[config.mk]
export PLATFORM = sky130hd
export DESIGN_NAME = controlador_barrido_display
export DESIGN_NICKNAME = d
export VERILOG_FILES = /design/src/rtl/display_pkg.sv /design/src/rtl/decodificador_7seg.sv /design/src/rtl/controlador_barrido_display.sv
export SDC_FILE = /design/constraint.sdc
export NUM_CORES = 1
export LEC_CHECK = 0
export CORE_MARGIN = 2
export CORE_UTILIZATION = 56
export CTS_BUF_LIST = sky130_fd_sc_hd__clkbuf_4 sky130_fd_sc_hd__clkbuf_8 sky130_fd_sc_hd__clkbuf_16
export CTS_CLUSTER_DIAMETER = 100
export CTS_CLUSTER_SIZE = 12
export DETAILED_ROUTE_END_ITERATION = 12
export GPL_ROUTABILITY_DRIVEN = 0
export PLACE_DENSITY = 0.84
export SLEW_MARGIN = 20
export SYNTH_ARGS = -nofsm -noshare
export SYNTH_HDL_FRONTEND = slang
export SYNTH_SLANG_ARGS = --single-unit
[constraint.sdc]
create_clock -name clk_i -period 2.7 [get_ports clk_i]
set_input_delay 0.405 -clock clk_i [delete_from_list [all_inputs] [get_ports clk_i]]
set_output_delay 0.405 -clock clk_i [all_outputs]
set_load 0.03 [all_outputs]
[src/rtl/display_pkg.sv]
// rtl/display_pkg.sv - shared constants, segment patterns and scan FSM encoding for the display scanner
package display_pkg;

    localparam int DEF_TICK_DIV = 208333;

    localparam logic [6:0] SEG_BLANK = 7'h7F;

    // Active-low a..g on bits 6..0
    localparam logic [6:0] SEG_0 = 7'b0000001;
    localparam logic [6:0] SEG_1 = 7'b1001111;
    localparam logic [6:0] SEG_2 = 7'b0010010;
    localparam logic [6:0] SEG_3 = 7'b0000110;
    localparam logic [6:0] SEG_4 = 7'b1001100;
    localparam logic [6:0] SEG_5 = 7'b0100100;
    localparam logic [6:0] SEG_6 = 7'b0100000;
    localparam logic [6:0] SEG_7 = 7'b0001111;
    localparam logic [6:0] SEG_8 = 7'b0000000;
    localparam logic [6:0] SEG_9 = 7'b0000100;
    localparam logic [6:0] SEG_A = 7'b0001000;
    localparam logic [6:0] SEG_B = 7'b1100000;
    localparam logic [6:0] SEG_C = 7'b0110001;
    localparam logic [6:0] SEG_D = 7'b1000010;
    localparam logic [6:0] SEG_E = 7'b0110000;
    localparam logic [6:0] SEG_F = 7'b0111000;

    typedef enum logic [1:0] {
        ST_BLANK = 2'd0,
        ST_SHOW  = 2'd1,
        ST_OFF   = 2'd2
    } scan_state_t;

endpackage

[src/rtl/decodificador_7seg.sv]
// rtl/decodificador_7seg.sv - combinational hex to active-low 7-segment decoder
module decodificador_7seg
    import display_pkg::*;
(
    input  logic [3:0] hex_i,
    output logic [6:0] seg_o
);

    always_comb begin
        seg_o = SEG_BLANK;
        case (hex_i)
            4'h0: seg_o = SEG_0;
            4'h1: seg_o = SEG_1;
            4'h2: seg_o = SEG_2;
            4'h3: seg_o = SEG_3;
            4'h4: seg_o = SEG_4;
            4'h5: seg_o = SEG_5;
            4'h6: seg_o = SEG_6;
            4'h7: seg_o = SEG_7;
            4'h8: seg_o = SEG_8;
            4'h9: seg_o = SEG_9;
            4'hA: seg_o = SEG_A;
            4'hB: seg_o = SEG_B;
            4'hC: seg_o = SEG_C;
            4'hD: seg_o = SEG_D;
            4'hE: seg_o = SEG_E;
            4'hF: seg_o = SEG_F;
            default: seg_o = SEG_BLANK;
        endcase
    end

endmodule

[src/rtl/controlador_barrido_display.sv]
// rtl/controlador_barrido_display.sv - double-buffered 7-segment scan controller; LEADING_ZERO_BLANK_EN suppresses leading zeros
module controlador_barrido_display
    import display_pkg::*;
#(
    parameter int N_DIGITS  = 4,
    parameter int TICK_DIV  = DEF_TICK_DIV,
    parameter int BLANK_CYC = 1000
) (
    input  logic                        clk_i,
    input  logic                        reset_i,
    input  logic                        enable_i,
    input  logic [4*N_DIGITS-1:0]       hex_in_i,
    input  logic [N_DIGITS-1:0]         dp_in_i,
    input  logic                        load_i,
    output logic [N_DIGITS-1:0]         an_o,
    output logic [6:0]                  seg_o,
    output logic                        dp_o,
    output logic [$clog2(N_DIGITS)-1:0] digit_idx_o,
    output logic                        frame_done_o
);

    localparam int IW = $clog2(N_DIGITS);
    localparam int CW = $clog2(TICK_DIV);
    localparam logic [CW-1:0]       CNT_LAST = CW'(TICK_DIV - 1);
    localparam logic [CW-1:0]       CNT_SHOW = CW'(BLANK_CYC);
    localparam logic [IW-1:0]       DIG_LAST = IW'(N_DIGITS - 1);
    localparam logic [N_DIGITS-1:0] AN_ONE   = N_DIGITS'(1);

    scan_state_t             state_q, state_d;
    logic [CW-1:0]           cnt_q, cnt_d;
    logic [IW-1:0]           digit_q, digit_d;
    logic                    boundary;

    logic [4*N_DIGITS-1:0]   shadow_hex_q, active_hex_q;
    logic [N_DIGITS-1:0]     shadow_dp_q, active_dp_q;
    logic                    pending_q;

    logic [N_DIGITS-1:0]     an_q;
    logic [6:0]              seg_q;
    logic                    dp_q;
    logic                    frame_done_q;

    logic [3:0]              cur_nib;
    logic [6:0]              cur_seg;
    logic                    cur_dp;
    logic [N_DIGITS-1:0]     suppress;
    logic                    cur_supp;

    // Coming back from OFF restarts at cnt 0 so the first slot gets its full dark interval
    always_comb begin
        cnt_d    = cnt_q;
        digit_d  = digit_q;
        state_d  = state_q;
        boundary = 1'b0;
        if (!enable_i) begin
            cnt_d   = '0;
            digit_d = '0;
            state_d = ST_OFF;
        end else if (state_q == ST_OFF) begin
            cnt_d   = '0;
            digit_d = '0;
            state_d = ST_BLANK;
        end else if (cnt_q == CNT_LAST) begin
            cnt_d    = '0;
            state_d  = ST_BLANK;
            boundary = (digit_q == DIG_LAST);
            digit_d  = boundary ? '0 : digit_q + 1'b1;
        end else begin
            cnt_d   = cnt_q + 1'b1;
            state_d = (cnt_d < CNT_SHOW) ? ST_BLANK : ST_SHOW;
        end
    end

    assign cur_nib = active_hex_q[{digit_q, 2'b00} +: 4];
    assign cur_dp  = active_dp_q[digit_q];

    decodificador_7seg u_dec (
        .hex_i (cur_nib),
        .seg_o (cur_seg)
    );

`ifdef LEADING_ZERO_BLANK_EN
    logic zeros_above;

    always_comb begin
        suppress    = '0;
        zeros_above = 1'b1;
        for (int k = N_DIGITS - 1; k > 0; k--) begin
            zeros_above = zeros_above && (active_hex_q[4*k +: 4] == 4'h0);
            suppress[k] = zeros_above;
        end
    end
`else
    assign suppress = '0;
`endif

    assign cur_supp = suppress[digit_q];

    always_ff @(posedge clk_i) begin
        if (reset_i) begin
            state_q      <= ST_BLANK;
            cnt_q        <= '0;
            digit_q      <= '0;
            shadow_hex_q <= '0;
            shadow_dp_q  <= '0;
            active_hex_q <= '0;
            active_dp_q  <= '0;
            pending_q    <= 1'b0;
            an_q         <= '1;
            seg_q        <= SEG_BLANK;
            dp_q         <= 1'b1;
            frame_done_q <= 1'b0;
        end else begin
            state_q      <= state_d;
            cnt_q        <= cnt_d;
            digit_q      <= digit_d;
            frame_done_q <= boundary;

            // A load in the boundary cycle lands in shadow after active has copied the old shadow
            if (boundary && pending_q) begin
                active_hex_q <= shadow_hex_q;
                active_dp_q  <= shadow_dp_q;
            end
            if (load_i) begin
                shadow_hex_q <= hex_in_i;
                shadow_dp_q  <= dp_in_i;
                pending_q    <= 1'b1;
            end else if (boundary) begin
                pending_q    <= 1'b0;
            end

            an_q  <= '1;
            seg_q <= SEG_BLANK;
            dp_q  <= 1'b1;
            if (state_q == ST_SHOW && !(cur_supp && !cur_dp)) begin
                an_q  <= ~(AN_ONE << digit_q);
                seg_q <= cur_supp ? SEG_BLANK : cur_seg;
                dp_q  <= ~cur_dp;
            end
        end
    end

    assign an_o         = an_q;
    assign seg_o        = seg_q;
    assign dp_o         = dp_q;
    assign digit_idx_o  = digit_q;
    assign frame_done_o = frame_done_q;

endmodule

* Word level (Yosys, flattened, before mapping) *
Memories as Yosys holds them, arrays and structs flattened. A register that Yosys moved wholly into a read port is not among the register bits.
Cells that the tools add are included.
W data, S select, Z words.

storage, ports and cells
  register bits = 69
  ROM bits = 112
  input bits = 24
  output and inout port bits = 15
  word-level logic and storage cells = 51
  memories = 1

memory list
  memory           depth  bits a word  read ports  clocked after Yosys merged registers in  write ports  RTL line                  RTL
  (no name shown)  16     7            1           1                                        0            decodificador_7seg.sv:11  case (hex_i)

operators by class
  $add $sub $neg = 2
  $lt $le $gt $ge = 2
  equality and inequality tests = 4
  shifts and indexed selects = 2
  muxes and demuxes = 14
  bitwise gates (word level) = 4
  reductions and logical operators = 10

operator list
  cell                     count
  $add A18 B1 Y18 const B  1
  $eq A18 B18 Y1 const B   1
  $lt A18 B10 Y1 const B   1
  $shiftx A16 B5 Y4        1
  $mux W1                  10
  $reduce_or A3 Y1         2
  $bmux W1 S2              2
  $eq A2 B2 Y1 const B     2
  $mux W2                  2
  $not A4 Y4               1
  $reduce_or A4 Y1         1
  $shl A1 B2 Y4 const A    1
  $logic_and A1 B1 Y1      3
  $lt A2 B3 Y1 const B     1
  $not A1 Y1               3
  $add A2 B1 Y2 const B    1
  $eq A2 B1 Y1 const B     1
  $logic_not A1 Y1         2
  $reduce_bool A2 Y1       1
  $reduce_or A2 Y1         1

* Longest topological paths before layout *
  word-level depth = 8
  mapped depth = 9
  gate-level depth less buffers = 8

* Cells and area by module *
Synthesis repeated with hierarchy kept, for this count alone.

second synthesis, totals
  cells, all modules = 377
  area total of the unflattened synthesis = 3540.9 sq um

by module, submodules not included
  module                       instances  cells an instance  area each (sq um)  sequential area each (sq um)
  controlador_barrido_display  1          345                3266.9             1521.5
  decodificador_7seg           1          32                 274.0              0.0

* Worst setup path after synthesis *
No wires, ideal clock.

  kind = register to register
  from = register digit_q[1], in the netlist digit_idx_o[1]
  to = register seg_q[3], in the netlist seg_o[3]
  setup time = 0.061 ns
  arrival = 2.210 ns
  required time = 2.639 ns
  setup slack = 0.429 ns
  cell stages (with the launch flop) = 9
  period minus slack after synthesis = 2.271 ns
  cells stage by stage = dfxtp_1 -> clkbuf_1 -> mux4_2 -> inv_1 -> ha_1 -> nand2_1 -> o21ai_0 -> mux2_2 -> nand2_1

between the ends
  longest elaborated chain between the ends = 8
  elaborated cells on any way between the ends = 11

RTL lines
  item                           RTL line                            RTL
  start: declaration             controlador_barrido_display.sv:31   logic [IW-1:0] digit_q, digit_d;
  start signal: assignment       controlador_barrido_display.sv:116  digit_q <= digit_d;
  $bmux W1 S2                    controlador_barrido_display.sv:75   assign cur_dp = active_dp_q[digit_q];
  $mux W1 (implied by the code)  controlador_barrido_display.sv:75
  $logic_not A1 Y1               controlador_barrido_display.sv:135  if (state_q == ST_SHOW && !(cur_supp && !cur_dp)) begin
  $logic_and A1 B1 Y1            controlador_barrido_display.sv:135
  $logic_not A1 Y1               controlador_barrido_display.sv:135
  $logic_and A1 B1 Y1            controlador_barrido_display.sv:135
  $not A1 Y1 (no line)           --
  $reduce_or A3 Y1 (no line)     --
  end: declaration               controlador_barrido_display.sv:39   logic [6:0] seg_q;

Several ways; a longest one is shown, not always the timed one. The select of a mux whose other input is x is not followed.
A chain may end at the register's enable or synchronous reset.

* Worst setup path in the final report *
Ends and elaborated chain as after synthesis.

==> metrics.txt <==
status finished clean; worst r2r src digit_idx_o[1]; first-pass GRT wire length approximately 11,000 µm; Critical Path RT 3010 ps; area of the multi-input gates 1730 µm²; Fin. Hold Viols 0; layout cells sized above 1 under 10%; Net Switching 517 µW; Post-Synth XOR/XNOR Area 4.85%; fill count 478; initial antenna violation count 0; Comb power frac 4.5%; Post-Layout Cell Count between 400 and 500; Sw Share 24.8%; crit path launch type register; root buffer cell clkbuf_8; Final Util 67.6%; fin crit share 77.6%; count leader, synth dfxtp_1; height of the die approximately 82 µm; register area share after synthesis around 44%; site row count 28; vias per cell around 5.5; Post-Synth Adder-Cell Area 4.38%; core box area 5920 µm²; main combinational cell family by area after synthesis simple AND/OR/NAND/NOR gates; top cells by area, synth dfxtp_1 44%, mux2i_1 13%, nor2_1 7.3%; Hold Slack 504 ps; Yosys top cell by area dfxtp_1; ANT nets after route 0; Post-synth ARST share 0%; Reg clk slew, reported paths 90 ps; 1st-iter DRT viols 195; number of flops mapped to enable cells by yosys 0; Max Fclk 477 MHz; placed insts ~450; maximum resistive drop on vdd 0.000409 V; setup violators final 0; RSZ-0062 raised after global routing no; Syn-to-layout area delta 16.6%; Final HPWL DP 4490 µm; Post-Syn Nets 394; Main synth FF type dfxtp_1; hold crit path type reg -> reg; Post-CTS Setup Inserts 0; hold path start shadow_dp_q[1]; Yosys reg bits 76; synthesized instance count around 360; Setup crit end kind register; leakage power about 0.0017 µW; crit path launch digit_idx_o[1]; max cap viols 0; largest net degree at the start of global routing 45; Reg area between 1500 and 2000 µm²; Critical Path AT around 2400 ps; clock insertion delay at the later pin of the skew report ~350 ps; die footprint 6770 µm²; TritonRoute pass-1 iters 4; # nets final 423; Vias 2,549; most frequent cells after synthesis 76 x dfxtp_1, 67 x nor2_1, 44 x mux2i_1; Yosys warning total 0; Worst Skew 6.66 ps; cts repair resizes 0; CTS tree yes; power per cell area 521 nW/µm²; Slew HR 69.6%; DRC 0; sequential share of power 55.3%; CTS buffer count 9; Ports 39; htree depth 3; clock sinks 76; ANT cells 0; Total GRT Usage 21.5%; final wirelength 6620 µm; mux cell area share after synthesis 16.4%; Synth top area share between 40% and 50%; Netlist Area Pre-Place 3430 µm²; GRT overflow 0; Initial Util about 58%; clock share of power 40.2%; post-synthesis compound-gate area fraction 4.74%; CP Max Fanout 10; CP Class reg -> reg; vias in the first global route roughly 2.3k; IO Port Bufs 38; setup TNS 0 ps; min Tclk post-route 2090 ps; Int Pwr 1570 µW; Synth Area per Inst 9.58 µm²; routed len/inst 14.2 µm; Slew Limit Fails 0; count of cell types in the netlist between 40 and 50; Bufs on Longest Clock Path 2; die width 82.3 µm; hold bufs inserted after CTS 0; Slew @ Worst Pin 457 ps; Simple-Gate Fraction of Synth Area approximately a fifth
[layout make-up]
class | instances | share of cell area [%]
Clock buffer | 10 | 3.44
Clock inverter | 6 | 1.31
Inverter | 13 | 1.22
Multi-Input combinational cell | 244 | 43.2
Sequential cell | 76 | 38.0
Tap cell | 75 | 2.35
Timing Repair Buffer | 43 | 10.4
[worst max-delay path, stage by stage (launching register included)]
cell and delay [ps]:
dfxtp_1 550, mux4_2 630, inv_1 160, ha_1 260, nand2_1 60, o21ai_0 70
mux2_2 260, nand2_1 60
[per-layer routing]
metal / vias to the layer above / GRT usage, % / routed length [µm]
li1: 1279 / - / -
met1: 1196 / 27.1 / 3130
met2: 61 / 34.0 / 3020
met3: 13 / 5.11 / 318
met4: 0 / 11.3 / 157
met5: - / 0 / 0
[power by group through the flow]
stage               clock [µW]  combinational, µW  sequential [µW]
global route               891                104             1160
floorplan                    0               53.8             1180
detailed placement           0               94.6             1180
CTS                        849               95.0             1150
global placement             0               91.7             1180
finish                     837               94.7             1150
[kinds of logic (layout without fill, tap and decap cells)]
| group | count (synthesis) | count (layout) |
|---|---|---|
| xor gates and xnor gates | 19 | 19 |
| DFF | 76 | 76 |
| adders and majority gates | 12 | 12 |
| AOI/OAI and AO/OA | 24 | 24 |
| and+or+nand+nor | 139 | 139 |
| muxes | 50 | 50 |
| buffers and inverters | 38 | 72 |
[cells in the final DEF (no fill, tap or decap), drive strengths merged, types with 3 or more instances in the layout]
cell,instances
dfxtp,76
nor2,67
mux2i,44
clkdlybuf4s50,38
nand2,18
inv,17
ha,12
nand3,10
xor2,10
clkbuf,10
nand4,9
xnor2,9
a21oi,7
mux4,5
and2,5
buf,5
nor3,5
o221ai,4
and4,4
o21ai,3
nor2b,3
nand2b,3
or2,3
[flip-flops by register name (all words and copies together) (netlist names), 4 cells and up]
register      flops
active_hex_q     16
shadow_hex_q     16
an_o              4
seg_o             7
active_dp_q       4
shadow_dp_q       4
cnt_q            18
[worst paths after layout]
| check | cells past startpoint | slack, ps | end |
|---|---|---|---|
| worst max register to register | 7 | 610 | seg_o[3] |
| worst min-delay path | 2 | 500 | shadow_dp_q[1] |
| worst min register to register | 2 | 500 | shadow_dp_q[1] |
| worst max-delay path | 7 | 610 | seg_o[3] |
[through the flow]
step / worst slack [ps] / power (µW) / area, µm²
finish: 605 / 2080 / 4000
global route: 464 / 2150 / 4000
CTS: 589 / 2100 / 4000
detailed placement: 603 / 1270 / 3810
global placement: 685 / 1270 / 3810
floorplan: 429 / 1230 / 3430
Note: power is estimated with default switching activity, not from simulation.
